**src/rtl/alu_sequencer.sv**
```systemverilog
// Instruction sequencer driving ALU controls, MUL/DIV start/done handshake and output-register strobes.
// Optional WAIT-state abort counter enabled by defining ALU_SEQ_TIMEOUT_EN.
module alu_sequencer #(
    parameter int TIMEOUT = 64
) (
    input  logic        i_clk,
    input  logic        i_rst_n,
    input  logic        i_instr_valid,
    output logic        o_instr_ready,
    input  logic [7:0]  i_instr,
    output logic [2:0]  o_alu_op_select,
    output logic        o_alu_sub,
    output logic        o_alu_start,
    input  logic        i_alu_done,
    output logic        o_out_we,
    output logic        o_out_re,
    output logic [4:0]  o_out_index,
    output logic        o_retire,
    output logic [15:0] o_retired_count,
    output logic        o_illegal,
    output logic        o_timeout_err
);

    typedef enum logic [1:0] {
        IDLE,
        EXEC,
        WAIT
    } seqStateT;

    localparam logic [3:0] OpAdd  = 4'h0;
    localparam logic [3:0] OpSub  = 4'h1;
    localparam logic [3:0] OpMul  = 4'h4;
    localparam logic [3:0] OpDiv  = 4'h5;
    localparam logic [3:0] OpOutW = 4'h6;
    localparam logic [3:0] OpOutR = 4'h7;

    seqStateT    r_state;
    seqStateT    w_stateNext;
    logic [7:0]  r_ir;
    logic [15:0] r_retiredCount;
    logic        w_retire;
    logic        w_expire;

    always_ff @(posedge i_clk or negedge i_rst_n) begin
        if (!i_rst_n) begin
            r_state        <= IDLE;
            r_ir           <= 8'h00;
            r_retiredCount <= 16'h0000;
        end else begin
            r_state <= w_stateNext;
            if (r_state == IDLE && i_instr_valid) begin
                r_ir <= i_instr;
            end
            if (w_retire) begin
                r_retiredCount <= r_retiredCount + 16'd1;
            end
        end
    end

    // Controls depend on state and ir; only WAIT completion looks at alu_done.
    always_comb begin
        w_stateNext     = r_state;
        o_instr_ready   = 1'b0;
        o_alu_op_select = 3'b000;
        o_alu_sub       = 1'b0;
        o_alu_start     = 1'b0;
        o_out_we        = 1'b0;
        o_out_re        = 1'b0;
        o_illegal       = 1'b0;
        w_retire        = 1'b0;
        case (r_state)
            IDLE: begin
                o_instr_ready = 1'b1;
                if (i_instr_valid) begin
                    w_stateNext = EXEC;
                end
            end
            EXEC: begin
                w_stateNext = IDLE;
                case (r_ir[7:4])
                    OpAdd: begin
                        w_retire = 1'b1;
                    end
                    OpSub: begin
                        o_alu_op_select = 3'b001;
                        o_alu_sub       = 1'b1;
                        w_retire        = 1'b1;
                    end
                    OpMul, OpDiv: begin
                        o_alu_op_select = {2'b10, r_ir[4]};
                        o_alu_start     = 1'b1;
                        w_stateNext     = WAIT;
                    end
                    OpOutW: begin
                        o_out_we = 1'b1;
                        w_retire = 1'b1;
                    end
                    OpOutR: begin
                        o_out_re = 1'b1;
                        w_retire = 1'b1;
                    end
                    default: begin
                        o_illegal = 1'b1;
                    end
                endcase
            end
            WAIT: begin
                o_alu_op_select = {2'b10, r_ir[4]};
                if (i_alu_done) begin
                    w_retire    = 1'b1;
                    w_stateNext = IDLE;
                end else if (w_expire) begin
                    w_stateNext = IDLE;
                end
            end
            default: begin
                w_stateNext = IDLE;
            end
        endcase
    end

`ifdef ALU_SEQ_TIMEOUT_EN
    localparam int CntW = $clog2(TIMEOUT);

    logic [CntW-1:0] r_waitCnt;
    logic            r_timeoutErr;

    assign w_expire = (r_waitCnt == CntW'(TIMEOUT - 1));

    // Counter restarts every EXEC so each WAIT visit gets the full budget.
    always_ff @(posedge i_clk or negedge i_rst_n) begin
        if (!i_rst_n) begin
            r_waitCnt    <= '0;
            r_timeoutErr <= 1'b0;
        end else begin
            if (r_state == EXEC) begin
                r_waitCnt <= '0;
            end else if (r_state == WAIT) begin
                r_waitCnt <= r_waitCnt + 1'b1;
            end
            if (r_state == WAIT && !i_alu_done && w_expire) begin
                r_timeoutErr <= 1'b1;
            end
        end
    end

    assign o_timeout_err = r_timeoutErr;
`else
    logic w_unusedTimeout;

    assign w_unusedTimeout = (TIMEOUT >= 2);
    assign w_expire        = 1'b0;
    assign o_timeout_err   = 1'b0;
`endif

    assign o_out_index     = {1'b0, r_ir[3:0]};
    assign o_retire        = w_retire;
    assign o_retired_count = r_retiredCount;

endmodule

```
**config.mk**
```make
export PLATFORM = sky130hd
export DESIGN_NAME = alu_sequencer
export DESIGN_NICKNAME = d
export VERILOG_FILES = /design/src/rtl/alu_sequencer.sv
export SDC_FILE = /design/constraint.sdc
export NUM_CORES = 1
export LEC_CHECK = 0
export CORE_MARGIN = 10
export CORE_UTILIZATION = 40
export CTS_CLUSTER_DIAMETER = 30
export CTS_CLUSTER_SIZE = 8
export DETAILED_ROUTE_END_ITERATION = 8
export PLACE_DENSITY = 0.71
export SYNTH_ARGS = -nofsm -noshare
export SYNTH_HDL_FRONTEND = slang
export SYNTH_SLANG_ARGS = --single-unit
export TNS_END_PERCENT = 1
```
**constraint.sdc**
```tcl
create_clock -name i_clk -period 2.7 [get_ports i_clk]
set_input_delay 0.405 -clock i_clk [delete_from_list [all_inputs] [get_ports i_clk]]
set_output_delay 0.405 -clock i_clk [all_outputs]
set_load 0.05 [all_outputs]
```
==> run metrics, run 1 <==
status=completed; TritonCTS clock tree=yes; logic gate share of total power=55.3%; final worst path period share=93.8%; clk sinks=26; worst min path class=input pin to async pin; synthesized area=1320 sq um; worst skew pair latency=310 ps; Non-Filler Instances=199; DR vias=939; CTS clk-pin slew, worst paths=140 ps; fraction of layout cells with a size suffix above 1=14.2%; Max Clk Rate=0.395 GHz; Core ar.=3100 sq um; Die Area=5980 sq um; RSZ-0062 raised after global routing=no; area added between synthesis and finish=35.5%; simple-gate portion of the synthesized area=16.7%; commonest non-fill, non-tap cell in the layout=clkdlybuf4s50_1; I/O Buffers=40; ys async rst share=100%; adder-cell share of the synthesized area=3.81%; Yosys cell types=25; H-tree depth=1; most frequent cells in the layout=35 x clkdlybuf4s50_1, 26 x dfrtp_1, 14 x xnor2_1; Synth Flop Type=dfrtp_1; Cell Pwr Density=972 nW/um^2; Clock power frac=11.0%; cells after synthesis=115; Synthesis Warnings=0; first-pass GRT wire length=5060 um; largest family of logic cells by synthesized area=simple AND/OR/NAND/NOR gates; Design Power=0.00173 W; Worst Setup End Kind=output port; Final Hold Viols=0; Slew headroom=64.6%; Clock Skew=8.83 ps; Critical Path AT=2130 ps; Leak=0.814 nW; Nets=172; # IOs=44; number of routed nets with antenna violations=0; Cell Int Power=0.000936 W; Synth Register Bits=26; Clock Tree Root=clkbuf_4; WS Path Type=register to output port; sequential area share after synthesis=49.5%; Seq pwr share=33.7%; EDFF count, synth=0; Num CTS Buffers=3; P_sw=0.000795 W; GR Util All Layers=9.95%; Setup TNS Final=0 ps; num rows=20; Die Y=77.3 um; Period minus WS final=2530 ps; Worst Tran Pin Value=530 ps; DP Wirelength=2340 um; Synth Area in Compound Gates=4.57%; Overflow after GRT=0; Max Buffers Root-to-Sink=2; setup bufs post-CTS=0; FF-to-FF Start=r_state[1]; cell total after placement=195; maximum VDD drop=791 uV; drc violations=0; Post-Synth XOR/XNOR Area=9.99%; required time of the critical path=2300 ps; post-synthesis mux area share=8.56%; r2r worst-path depth=6; cell taking the most area after synthesis=dfrtp_1; Via density=4.72; Sw Share=45.9%; Starting Density=42.4%; die width=77.3 um; vias in the first global route=1,069; initial antenna violation count=0; Crit. Startpoint=r_state[1]; DR iter-0 viols=27; # diodes=0; synth top area cells=dfrtp_1 49%, xnor2_1 9.3%, mux2_2 8.6%; final WL=2950 um; DRT Pass-1 Iters=3; Placer Congestion=0.788; Place WS=320 ps; WL/cell=14.8 um; post-synth top area share=49.5%; type of origin of the critical path=register; Critical Path Fanout Max=5; max-cap violation count=0; setup ws final=166 ps; syn_area_per_cell=11.4 sq um; Slew Limit Fails=0; largest net degree at the start of global routing=27; # setup viols final=0
## sequential cells by signal, summed over array words and instances, names as in the netlist
name,cells
o_retired_count,16
r_state,2
r_ir,8
## path summary, 6_finish.rpt
check                                 endpoint  slack [ps]
setup / recovery                      o_out_re         170
min in group i_clk         o_retired_count[15]         480
hold reg to reg            o_retired_count[15]         480
setup reg to reg            o_retired_count[1]         740
hold / removal             o_retired_count[11]         430
max in group asynchronous           r_state[0]        2010
## stage by stage
stage | utilization (%) | hold WS [ps] | instance area (sq um)
finish | 57.4 | 432 | 1780
global route | 57.4 | 463 | 1780
CTS | 57.2 | 433 | 1770
detailed placement | 56.0 | 463 | 1740
global placement | 56.0 | 464 | 1740
floorplan | - | 109 | 1320
## cells by family (layout without fill, tap and decap cells)
kind of cell	count (synthesis)	count (layout)
AND/OR/NAND/NOR	39	39
AO/OA/AOI/OAI	6	6
adder cells (fa/ha/maj)	4	4
flip-flops	26	26
multiplexers	10	10
other	1	3
XOR/XNOR	15	15
buffers and inverters	14	52
## synthesized netlist by cell type (3+ instances only)
cell type  instances
ha_1               4
and3_1             4
o21a_1             3
nand3_1            7
nor3_1             4
buf_4              7
dfrtp_1           26
nor2_1             4
nand4_1            8
mux2_2            10
xnor2_1           14
nand2_1            6
inv_1              6
## cell type report
class / instances / area, sq um
clock buffer: 4 / 36.3
fill: 296 / 1320
inverter: 6 / 22.5
multi-input combinational: 77 / 586
sequential: 26 / 651
tap: 44 / 55.1
timing repair buffer: 42 / 432
## timing repair
action | in CTS | in global routing
gates resized for setup | 1 | 3
setup endpoints to repair | 1 | 3
hold buffers | 0 | 0
## per-layer routing
metal	track usage [%]	up-vias	wire length, um
met3	4.26	2	221
met4	1.64	0	4
met2	17.1	29	1420
li1	-	464	-
met1	11.4	444	1310
met5	0	-	0
## worst max-delay path, stage by stage (launching register included)
cell and delay (ps):
dfrtp_1 420, inv_1 80, ha_1 210, nand2b_4 90, nor3_1 190, clkdlybuf4s50_1 840
## power by group through the flow
| stage | Sequential [W] | Clock (W) | Combinational (W) |
|---|---|---|---|
| after CTS | 0.000583 | 0.000202 | 0.000973 |
| after global placement | 0.000585 | 0 | 0.000951 |
| after detailed placement | 0.000591 | 0 | 0.000972 |
| final | 0.000583 | 0.000191 | 0.000958 |
| after global routing | 0.000602 | 0.000218 | 0.00102 |
| after floorplan | 0.000663 | 0 | 0.000644 |
Power figures use the tool's default switching activity.
==> run 2, diff against run 1 <==
CAP_MARGIN = 20   (was unset)
GPL_ROUTABILITY_DRIVEN = 0   (was unset)
TNS_END_PERCENT = 10   (was 1)
==> results of run 2 <==
No change in the layout: final DEF, timing and power equal those of run 1.
==> run 3, diff against run 2 <==
RECOVER_POWER = 25   (was unset)
==> run 3 against run 2 <==
Sequential power about the same. Critical path depth unchanged. Design area decreased by 0.21%. Via count increased by 1.7%. Sequential share of layout area increased by 0.077 points. Flip-flop and latch count unchanged. Global-route usage unchanged. Largest cell class unchanged. Clock-buffer cell count unchanged. Critical endpoint unchanged. Register-to-register slack about the same. Largest power group unchanged. Maximum frequency decreased by 0.13%. Critical path type unchanged.
==> run metrics, run 3 (synthesized netlist as in run 1, its figures left out) <==
status=completed; Clock Skew=10.6 ps (+1.77 ps); Placed Area=1740 sq um (unchanged); largest net degree at the start of global routing=27 (unchanged); worst skew pair latency=310 ps (about the same); Max Buffers Root-to-Sink=2 (unchanged); Levels on crit path=5 (unchanged); initial antenna violation count=0 (unchanged); DRT Pass-1 Iters=2 (-1); H-tree depth=1 (unchanged); Leak=0.811 nW (-0.41%); Max Clk Rate=0.394 GHz (-0.13%); Top Layer Used=met4; Sw Share=46.0% (+0.052 points); maximum VDD drop=792 uV (+0.15%); # setup viols final=0 (unchanged); final worst path period share=94.0% (+0.12 points); hold path depth=1; Seq pwr share=33.7% (about the same); Cell Int Power=0.000935 W (-0.12%); # diodes=0 (unchanged); P_sw=0.000796 W (about the same); CP Buf/Inv Count=2 (unchanged); DR iter-0 viols=24 (-11%); final hold slack=480 ps (+47.4 ps); area added between synthesis and finish=35.2%; logic gate share of total power=55.2% (about the same); Die Y=77.3 um (unchanged); drc violations=0 (unchanged); Worst Tran Pin Value=1370 ps (+836 ps); Cell Pwr Density=973 nW/um^2 (+0.19%); critical path's top delay family=buffers and inverters; crit-path cells=inv_1 -> ha_1 -> nand2b_4 -> nor3_1 -> clkdlybuf4s50_1; required time of the critical path=2300 ps (about the same); Setup TNS Final=0 ps (unchanged); Via density=4.80 (+1.7%); met2 wire len=1440 um (+1.5%); DP Wirelength=2340 um (unchanged); type of origin of the critical path=register; CTS Hold Bufs=0 (unchanged); WL/cell=14.8 um (-0.14%); num rows=20 (unchanged); final WL=2950 um (-0.14%); max-cap violation count=0 (unchanged); fraction of layout cells with a size suffix above 1=13.5% (-0.65 points); met3 WL=223 um (+0.90%); fillcell total=298 (+0.68%); first-pass GRT wire length=5060 um (unchanged); number of routed nets with antenna violations=0 (unchanged); Die Area=5980 sq um (unchanged); Slew headroom=8.91% (-56 points); worst min path class=register to register; most frequent cells in the layout=34 x clkdlybuf4s50_1, 26 x dfrtp_1, 14 x xnor2_1; Worst Setup End Kind=output port; Clock Tree Root=clkbuf_4; Seq. cell area=651 sq um (unchanged); Final Hold Viols=0 (unchanged); TritonCTS clock tree=yes; Slew Limit Fails=0 (unchanged); CTS clk-pin slew, worst paths=140 ps (about the same); Starting Density=42.4% (unchanged); GR Util All Layers=9.95% (unchanged); Clock power frac=11.1% (about the same); CP max-delay cell=clkdlybuf4s50_1; DR vias=955 (+1.7%); Multi-input gate area=586 sq um (unchanged); I/O Buffers=40 (unchanged); Design Power=0.00173 W (about the same); die width=77.3 um (unchanged); commonest non-fill, non-tap cell in the layout=clkdlybuf4s50_1; Slowest Stage Delay on Critical Path=840 ps (about the same); vias in the first global route=1,069 (unchanged); Period minus WS final=2540 ps (+3.22 ps); Critical Path Fanout Max=5 (unchanged); M1 WL=1280 um (-2.2%); flip-flop count of the largest register after layout=16 (unchanged); Util after Layout=57.3% (-0.12 points); Num CTS Buffers=3 (unchanged); clk sinks=26 (unchanged); Critical Path AT=2130 ps (about the same); Nets=172 (unchanged); RSZ-0062 raised after global routing=no; design area=1780 sq um (-0.21%); Overflow after GRT=0 (unchanged); # IOs=44 (unchanged); Core ar.=3100 sq um (unchanged); r2r worst-path depth=6 (unchanged); WS Path Type=register to output port
## run 3: changes by cell type in the layout (fill, tap and decap cells not counted), sizes merged
cell,previous run,this run
clkbuf,4,5
buf,3,2
clkdlybuf4s50,35,34
dlygate4sd3,0,1
## run 3: metrics by stage
step                      cells  worst slack (ps)
after detailed placement    195               320
final                       199               163
after floorplan             117               118
after global routing        199              26.7
after CTS                   199              39.4
after global placement      195               373
## run 3: worst paths after layout
check	startpoint	endpoint	slack [ps]
worst max-delay path	r_state[1]	o_out_re	160
worst min-delay path	o_retired_count[15]	o_retired_count[15]	480
worst max register to register	r_state[1]	o_retired_count[1]	750
worst min register to register	o_retired_count[15]	o_retired_count[15]	480
max in group asynchronous	i_rst_n	r_state[1]	990
min in group asynchronous	i_rst_n	o_retired_count[11]	900
## run 3: what timing repair did
action | 4_1_cts | 5_1_grt
setup buffers | 0 | 0
gates resized for setup | 1 | 3
setup endpoints to repair | 1 | 3
## run 3: layout make-up
type / instances / area share [%]
clock buffers: 4 / 2.04
inverters: 6 / 1.27
multi-input cells: 77 / 32.9
flip-flops and latches: 26 / 36.6
well taps: 44 / 3.10
repair buffers: 42 / 24.1
## run 3: metal layers
| layer | GRT usage [%] | up-vias |
|---|---|---|
| met5 | 0 | - |
| met4 | 1.64 | 0 |
| met3 | 4.26 | 2 |
| met2 | 17.1 | 33 |
| met1 | 11.4 | 455 |
| li1 | - | 465 |
## run 3: worst register-to-register path: cells and delay by family, from the launching register on
kind	cells	cell delay (ps)
compound gates	1	350
flops	1	390
fa+ha+maj	1	310
buf+inv	3	440
mux	1	360
## run 3: power groups by stage
stage	registers [W]	clock network, W	logic [W]
after global placement	0.000585	0	0.000951
after detailed placement	0.000591	0	0.000972
after floorplan	0.000663	0	0.000644
final	0.000583	0.000192	0.000955
after CTS	0.000583	0.000202	0.000973
after global routing	0.000602	0.000218	0.00102
